===== config.mk =====
export PLATFORM = sky130hd
export DESIGN_NAME = cla_nibble_serial_sub
export DESIGN_NICKNAME = d
export VERILOG_FILES = /design/src/rtl/cla_pkg.sv /design/src/rtl/cla_4bit.sv /design/src/rtl/cla_nibble_serial_sub.sv
export SDC_FILE = /design/constraint.sdc
export NUM_CORES = 1
export LEC_CHECK = 0
export BUFFER_PORTS_ARGS = -buffer_cell sky130_fd_sc_hd__buf_2
export CELL_PAD_IN_SITES_DETAIL_PLACEMENT = 1
export CELL_PAD_IN_SITES_GLOBAL_PLACEMENT = 2
export CORE_ASPECT_RATIO = 1.5
export CORE_MARGIN = 8
export CORE_UTILIZATION = 36
export CTS_CLUSTER_SIZE = 14
export DETAILED_ROUTE_END_ITERATION = 16
export GPL_TIMING_DRIVEN = 0
export PLACE_DENSITY = 0.76
export SYNTH_ARGS = -nofsm -noshare
export SYNTH_HDL_FRONTEND = slang
export SYNTH_SLANG_ARGS = --single-unit

===== constraint.sdc =====
create_clock -name clk -period 3.23 [get_ports clk]
set_clock_uncertainty 0.2 [all_clocks]
set_input_delay 0.1615 -clock clk [delete_from_list [all_inputs] [get_ports clk]]
set_output_delay 0.1615 -clock clk [all_outputs]
set_load 0.02 [all_outputs]

===== src/rtl/cla_pkg.sv =====
// Shared definitions for the carry-lookahead arithmetic paths.
package cla_pkg;

   // Control states of the nibble-serial subtractor.
   typedef enum logic [1:0] {
      IDLE,
      RUN,
      DONE
   } state_t;

   // Width of one lookahead slice.
   localparam int NIB_W = 4;

   // Two's-complement overflow of res = a + op, where op is the effective
   // addend (b for an add, ~b for a subtract). Shared by the adder and the
   // subtractor so both derive the flag the same way.
   function automatic logic calc_ovf(input logic a_msb,
                                     input logic op_msb,
                                     input logic res_msb);
      return (a_msb == op_msb) && (res_msb != a_msb);
   endfunction

endpackage


===== src/rtl/cla_4bit.sv =====
// Four-bit carry-lookahead adder slice with explicit generate/propagate carries.
module cla_4bit (
   input  logic [3:0] a,
   input  logic [3:0] b,
   input  logic       cin,
   output logic [3:0] sum,
   output logic       cout
);

   logic [3:0] p;
   logic [3:0] g;
   logic [4:0] c;

   // All carries are flattened lookahead terms rather than a ripple chain.
   always_comb begin
      p    = a ^ b;
      g    = a & b;
      c[0] = cin;
      c[1] = g[0] | (p[0] & cin);
      c[2] = g[1] | (p[1] & g[0]) | (p[1] & p[0] & cin);
      c[3] = g[2] | (p[2] & g[1]) | (p[2] & p[1] & g[0])
           | (p[2] & p[1] & p[0] & cin);
      c[4] = g[3] | (p[3] & g[2]) | (p[3] & p[2] & g[1])
           | (p[3] & p[2] & p[1] & g[0]) | (p[3] & p[2] & p[1] & p[0] & cin);
      sum  = p ^ c[3:0];
      cout = c[4];
   end

endmodule


===== src/rtl/cla_nibble_serial_sub.sv =====
// Multi-cycle subtractor: diff = a - b - bin, one 4-bit lookahead slice per
// cycle, least significant nibble first, with the borrow chained in a register.
module cla_nibble_serial_sub
   import cla_pkg::*;
#(
   parameter int WIDTH = 16
) (
   input  logic             clk,
   input  logic             rst_n,
   input  logic             in_valid,
   output logic             in_ready,
   input  logic [WIDTH-1:0] a,
   input  logic [WIDTH-1:0] b,
   input  logic             bin,
   output logic             out_valid,
   input  logic             out_ready,
   output logic [WIDTH-1:0] diff,
   output logic             bout,
   output logic             ovf,
   output logic             zero
);

   localparam int NIB   = WIDTH / NIB_W;
   localparam int CNT_W = $clog2(NIB);
   localparam int MSB   = WIDTH - 1;

   state_t           state;
   state_t           state_next;
   logic [WIDTH-1:0] a_q;
   logic [WIDTH-1:0] b_q;
   logic [WIDTH-1:0] diff_q;
   logic [WIDTH-1:0] diff_next;
   logic             carry_q;
   logic [CNT_W-1:0] cnt_q;
   logic             bout_q;
   logic             ovf_q;
   logic             zero_q;
   logic             last_nib;
   logic [NIB_W-1:0] a_nib;
   logic [NIB_W-1:0] b_nib_inv;
   logic [NIB_W-1:0] slice_sum;
   logic             slice_cout;

   // Subtraction runs as a + ~b + ~bin, so the slice sees the inverted b nibble.
   cla_4bit u_slice (
      .a    (a_nib),
      .b    (b_nib_inv),
      .cin  (carry_q),
      .sum  (slice_sum),
      .cout (slice_cout)
   );

   // Select the current nibble and merge the slice result into the partial diff.
   always_comb begin
      last_nib  = (cnt_q == CNT_W'(NIB - 1));
      a_nib     = a_q[{cnt_q, 2'b00} +: NIB_W];
      b_nib_inv = ~b_q[{cnt_q, 2'b00} +: NIB_W];
      diff_next = diff_q;
      diff_next[{cnt_q, 2'b00} +: NIB_W] = slice_sum;
   end

   // State register; reset aborts any operation in flight.
   always_ff @(posedge clk or negedge rst_n) begin
      if (!rst_n) begin
         state <= IDLE;
      end else begin
         state <= state_next;
      end
   end

   // Next-state decode and handshake outputs.
   always_comb begin
      state_next = state;
      in_ready   = 1'b0;
      out_valid  = 1'b0;
      case (state)
         IDLE: begin
            in_ready = 1'b1;
            if (in_valid) begin
               state_next = RUN;
            end
         end
         RUN: begin
            if (last_nib) begin
               state_next = DONE;
            end
         end
         DONE: begin
            out_valid = 1'b1;
            if (out_ready) begin
               state_next = IDLE;
            end
         end
         default: begin
            state_next = IDLE;
         end
      endcase
   end

   // Operand capture, per-nibble accumulation and final flag registration.
   always_ff @(posedge clk or negedge rst_n) begin
      if (!rst_n) begin
         a_q     <= '0;
         b_q     <= '0;
         diff_q  <= '0;
         carry_q <= 1'b0;
         cnt_q   <= '0;
         bout_q  <= 1'b0;
         ovf_q   <= 1'b0;
         zero_q  <= 1'b0;
      end else begin
         case (state)
            IDLE: begin
               if (in_valid) begin
                  a_q     <= a;
                  b_q     <= b;
                  carry_q <= ~bin;
                  cnt_q   <= '0;
               end
            end
            RUN: begin
               diff_q  <= diff_next;
               carry_q <= slice_cout;
               if (last_nib) begin
                  bout_q <= ~slice_cout;
                  ovf_q  <= calc_ovf(a_q[MSB], ~b_q[MSB], diff_next[MSB]);
                  zero_q <= (diff_next == '0);
               end else begin
                  cnt_q <= cnt_q + 1'b1;
               end
            end
            default: begin
            end
         endcase
      end
   end

   assign diff = diff_q;
   assign bout = bout_q;
   assign ovf  = ovf_q;
   assign zero = zero_q;

endmodule


==> results.toml <==
[synth]
netlist_area_um2 = 2810
ys_seq_area_share_pct = 49.8
syn-num-nets = 277
yosysUniqueCellTypes = 45
syn_inst = 228
yosys_warnings = 0
syn_area_per_cell_um2 = 12.3
yosys_register_bits = 56

[global_routing]
grt_pass1_wl_um = 12600
antenna_found_initial = 0
grt-ovfl-total = 0
grt_pass1_vias = 2444
grt_max_degree = 57
grt_usage_pct = 14.7

[layout]
final_cell_count_no_fill = 429
multi_input_area_um2 = 1330
n_antenna_cell = 0
layout_common_cells = "buf_2 (60), dfrtp_1 (56), dlygate4sd3_1 (35)"
fillers = 831
syn2layout_area_growth_pct = 33.0
utilization_pct = 49.2
final_common_cell = "buf_2"
regArea_um2 = 1400
drive_gt1_share_pct = 35.5
nNetsFinal = 375
design_area_um2 = 3740

[pwr]
pwr_density_cell_nw_per_um2 = 1200
vdd_drop_max_mv = 0.526
p_leak_nw = 1.73

[cts]
clock_latency_ns = 0.29
clockRootBuffer = "clkbuf_16"
clk_pin_slew_ns = 0.07
tritoncts = "built"
numCtsBuffers = 5
cts_htree_levels = 2
clock-sinks = 56
post_cts_buffers = 0
clockBufferDepth = 2

[drt]
first_pass_iters = 3
avgRoutedWirePerCell_um = 17.5
vias_per_cell = 5.03
ant_nets = 0
route.detailed.drc = 0
drt_iter0_drc = 40
via_count = 2158
wirelength_um = 7500

[sta]
tightest_slew_ns = 0.710
final-hold-violation-count = 0
setup_ws_ns = 0.177
worst_hold_slack_ns = 0.272
final-setup-viol-count = 0
relSlewSlack_pct = 52.6
max_freq_mhz = 328
rsz0062_at_grt = "false"
drv_slew = 0
period_share_pct = 94.5
period_needed_ns = 3.05

[place]
gp_congestion = 0.801
portBuffers = 57
place_ws_ns = -0.161
hpwl_um = 5440
placed_cells = 387
post_dp_cell_area_um2 = 3230

[critical_path]
critPathCaptureType = "register"
ff2ff_path_depth = 9
cp-start-kind = "register"
path_class = "reg2reg"
critical_path_peak_fanout = 15
cp_slowest_stage_delay_ns = 0.63
crit_arrival_ns = 3.08
crit_start = "cnt_q[0]"
endpoint = "zero"
rrSetupSlack_ns = 0.18
crit_chain = "buf_6 > mux4_1 > inv_1 > ha_1 > a211o_1 > a211oi_4 > nor3_2 > o21ai_0 > a32o_1"
timing.rr.start = "cnt_q[0]"
required_ns = 3.26
r2r-end = "zero"
slowest_stage = "mux4_1"

[status]
status = "finished, final reports clean"

[floorplanning]
row_count = 39
dieArea_um2 = 11000
fp.coreArea_um2 = 7610
die_x_um = 88.2
initial_utilization_pct = 37.0
die_h_um = 124
io_pins = 58

[min_path]
hold_class = "in2async"

[run]
drv_cap = 0
critical path: cells and delay by family (launching register included):
| kind | cells | cell delay (ns) |
|---|---|---|
| simple gates | 1 | 0.11 |
| fa+ha+maj | 1 | 0.26 |
| compound gates | 4 | 0.99 |
| mux | 1 | 0.63 |
| buf+inv | 2 | 0.36 |
| flops | 1 | 0.44 |
cell usage after synthesis, drive strengths merged:
master	n	area, µm²
mux2	33	372
nor3	1	5.00
buf	6	36.3
o21bai	1	7.51
nor2	7	26.3
a21boi	1	7.51
nor4b	1	8.76
a211oi	2	15.0
nand2	21	78.8
o2bb2ai	1	8.76
a22o	6	52.6
fa	1	20.0
nor4	6	43.8
nor3b	1	7.51
o31ai	2	15.0
ha	11	138
mux2i	2	20.0
or4b	1	13.8
nand3	2	10.0
nor2b	3	18.8
a21oi	4	20.0
mux4	8	188
a31oi	1	6.26
nor4bb	1	10.0
xnor2	2	17.5
o22ai	2	12.5
nand2b	2	12.5
nand4b	2	17.5
or2	1	6.26
clkbuf	3	11.3
dfrtp	56	1400
or3	1	6.26
a32o	2	20.0
xor2	1	8.76
inv	13	51.3
a211o	2	17.5
o21ai	15	75.1
and2	1	6.26
and4	1	8.76
and4bb	1	12.5
sequential cells by signal (all words and copies together) (netlist names):
register  cells
bout          1
zero          1
b_q          16
a_q          16
cnt_q         2
state         2
carry_q       1
ovf           1
diff         16
routing by layer:
layer	up-vias	wire length, µm	global-route usage (%)
met2	40	4230	27.7
met1	1090	2820	15.2
met3	6	366	3.57
met5	-	0	0
li1	1022	-	-
met4	0	80	3.60
how the worst min path moves through the flow:
stage	start	end
2_1_floorplan	rst_n	a_q[0]
3_3_place_gp	out_ready	state[1]
3_5_place_dp	out_ready	state[1]
4_1_cts	bout	bout
5_1_grt	b_q[3]	b_q[3]
6_report	rst_n	diff[3]
through the flow:
stage | power [mW] | TNS [ns]
2_1_floorplan | 3.08 | 0
3_3_place_gp | 3.79 | -0.518
3_5_place_dp | 3.86 | -0.545
4_1_cts | 4.51 | 0
5_1_grt | 4.84 | 0
6_report | 4.50 | 0
cells by family after synthesis:
| kind of cell | synth area share (%) |
|---|---|
| buffers and inverters | 3.51 |
| adders and majority gates | 5.60 |
| and+or+nand+nor | 10.4 |
| muxes | 20.6 |
| AOI/OAI and AO/OA | 9.16 |
| DFF | 49.8 |
| xor gates and xnor gates | 0.934 |
report_power, final:
group | internal, mW | total, mW | switching, mW
Sequential | 1.03 | 1.25 | 0.214
Clock | 0.309 | 0.548 | 0.239
Combinational | 1.15 | 2.70 | 1.56
what timing repair did:
| action | in CTS | in global routing |
|---|---|---|
| hold buffers | 35 | 0 |
| pin swaps | 0 | 1 |
| resized for setup | 3 | 3 |
| hold endpoints to repair | 65 | 0 |
| setup endpoints to repair | 7 | 8 |
area by class of cell:
cell class / count / share of cell area, %
Clock inverter: 1 / 0.201
Timing Repair Buffer: 92 / 17.0
Buffer: 8 / 1.17
Inverter: 13 / 1.37
Sequential cell: 56 / 37.4
Clock buffer: 7 / 3.81
Multi-Input combinational cell: 150 / 35.6
Tap cell: 102 / 3.41
(Power assumes the default switching activity.)
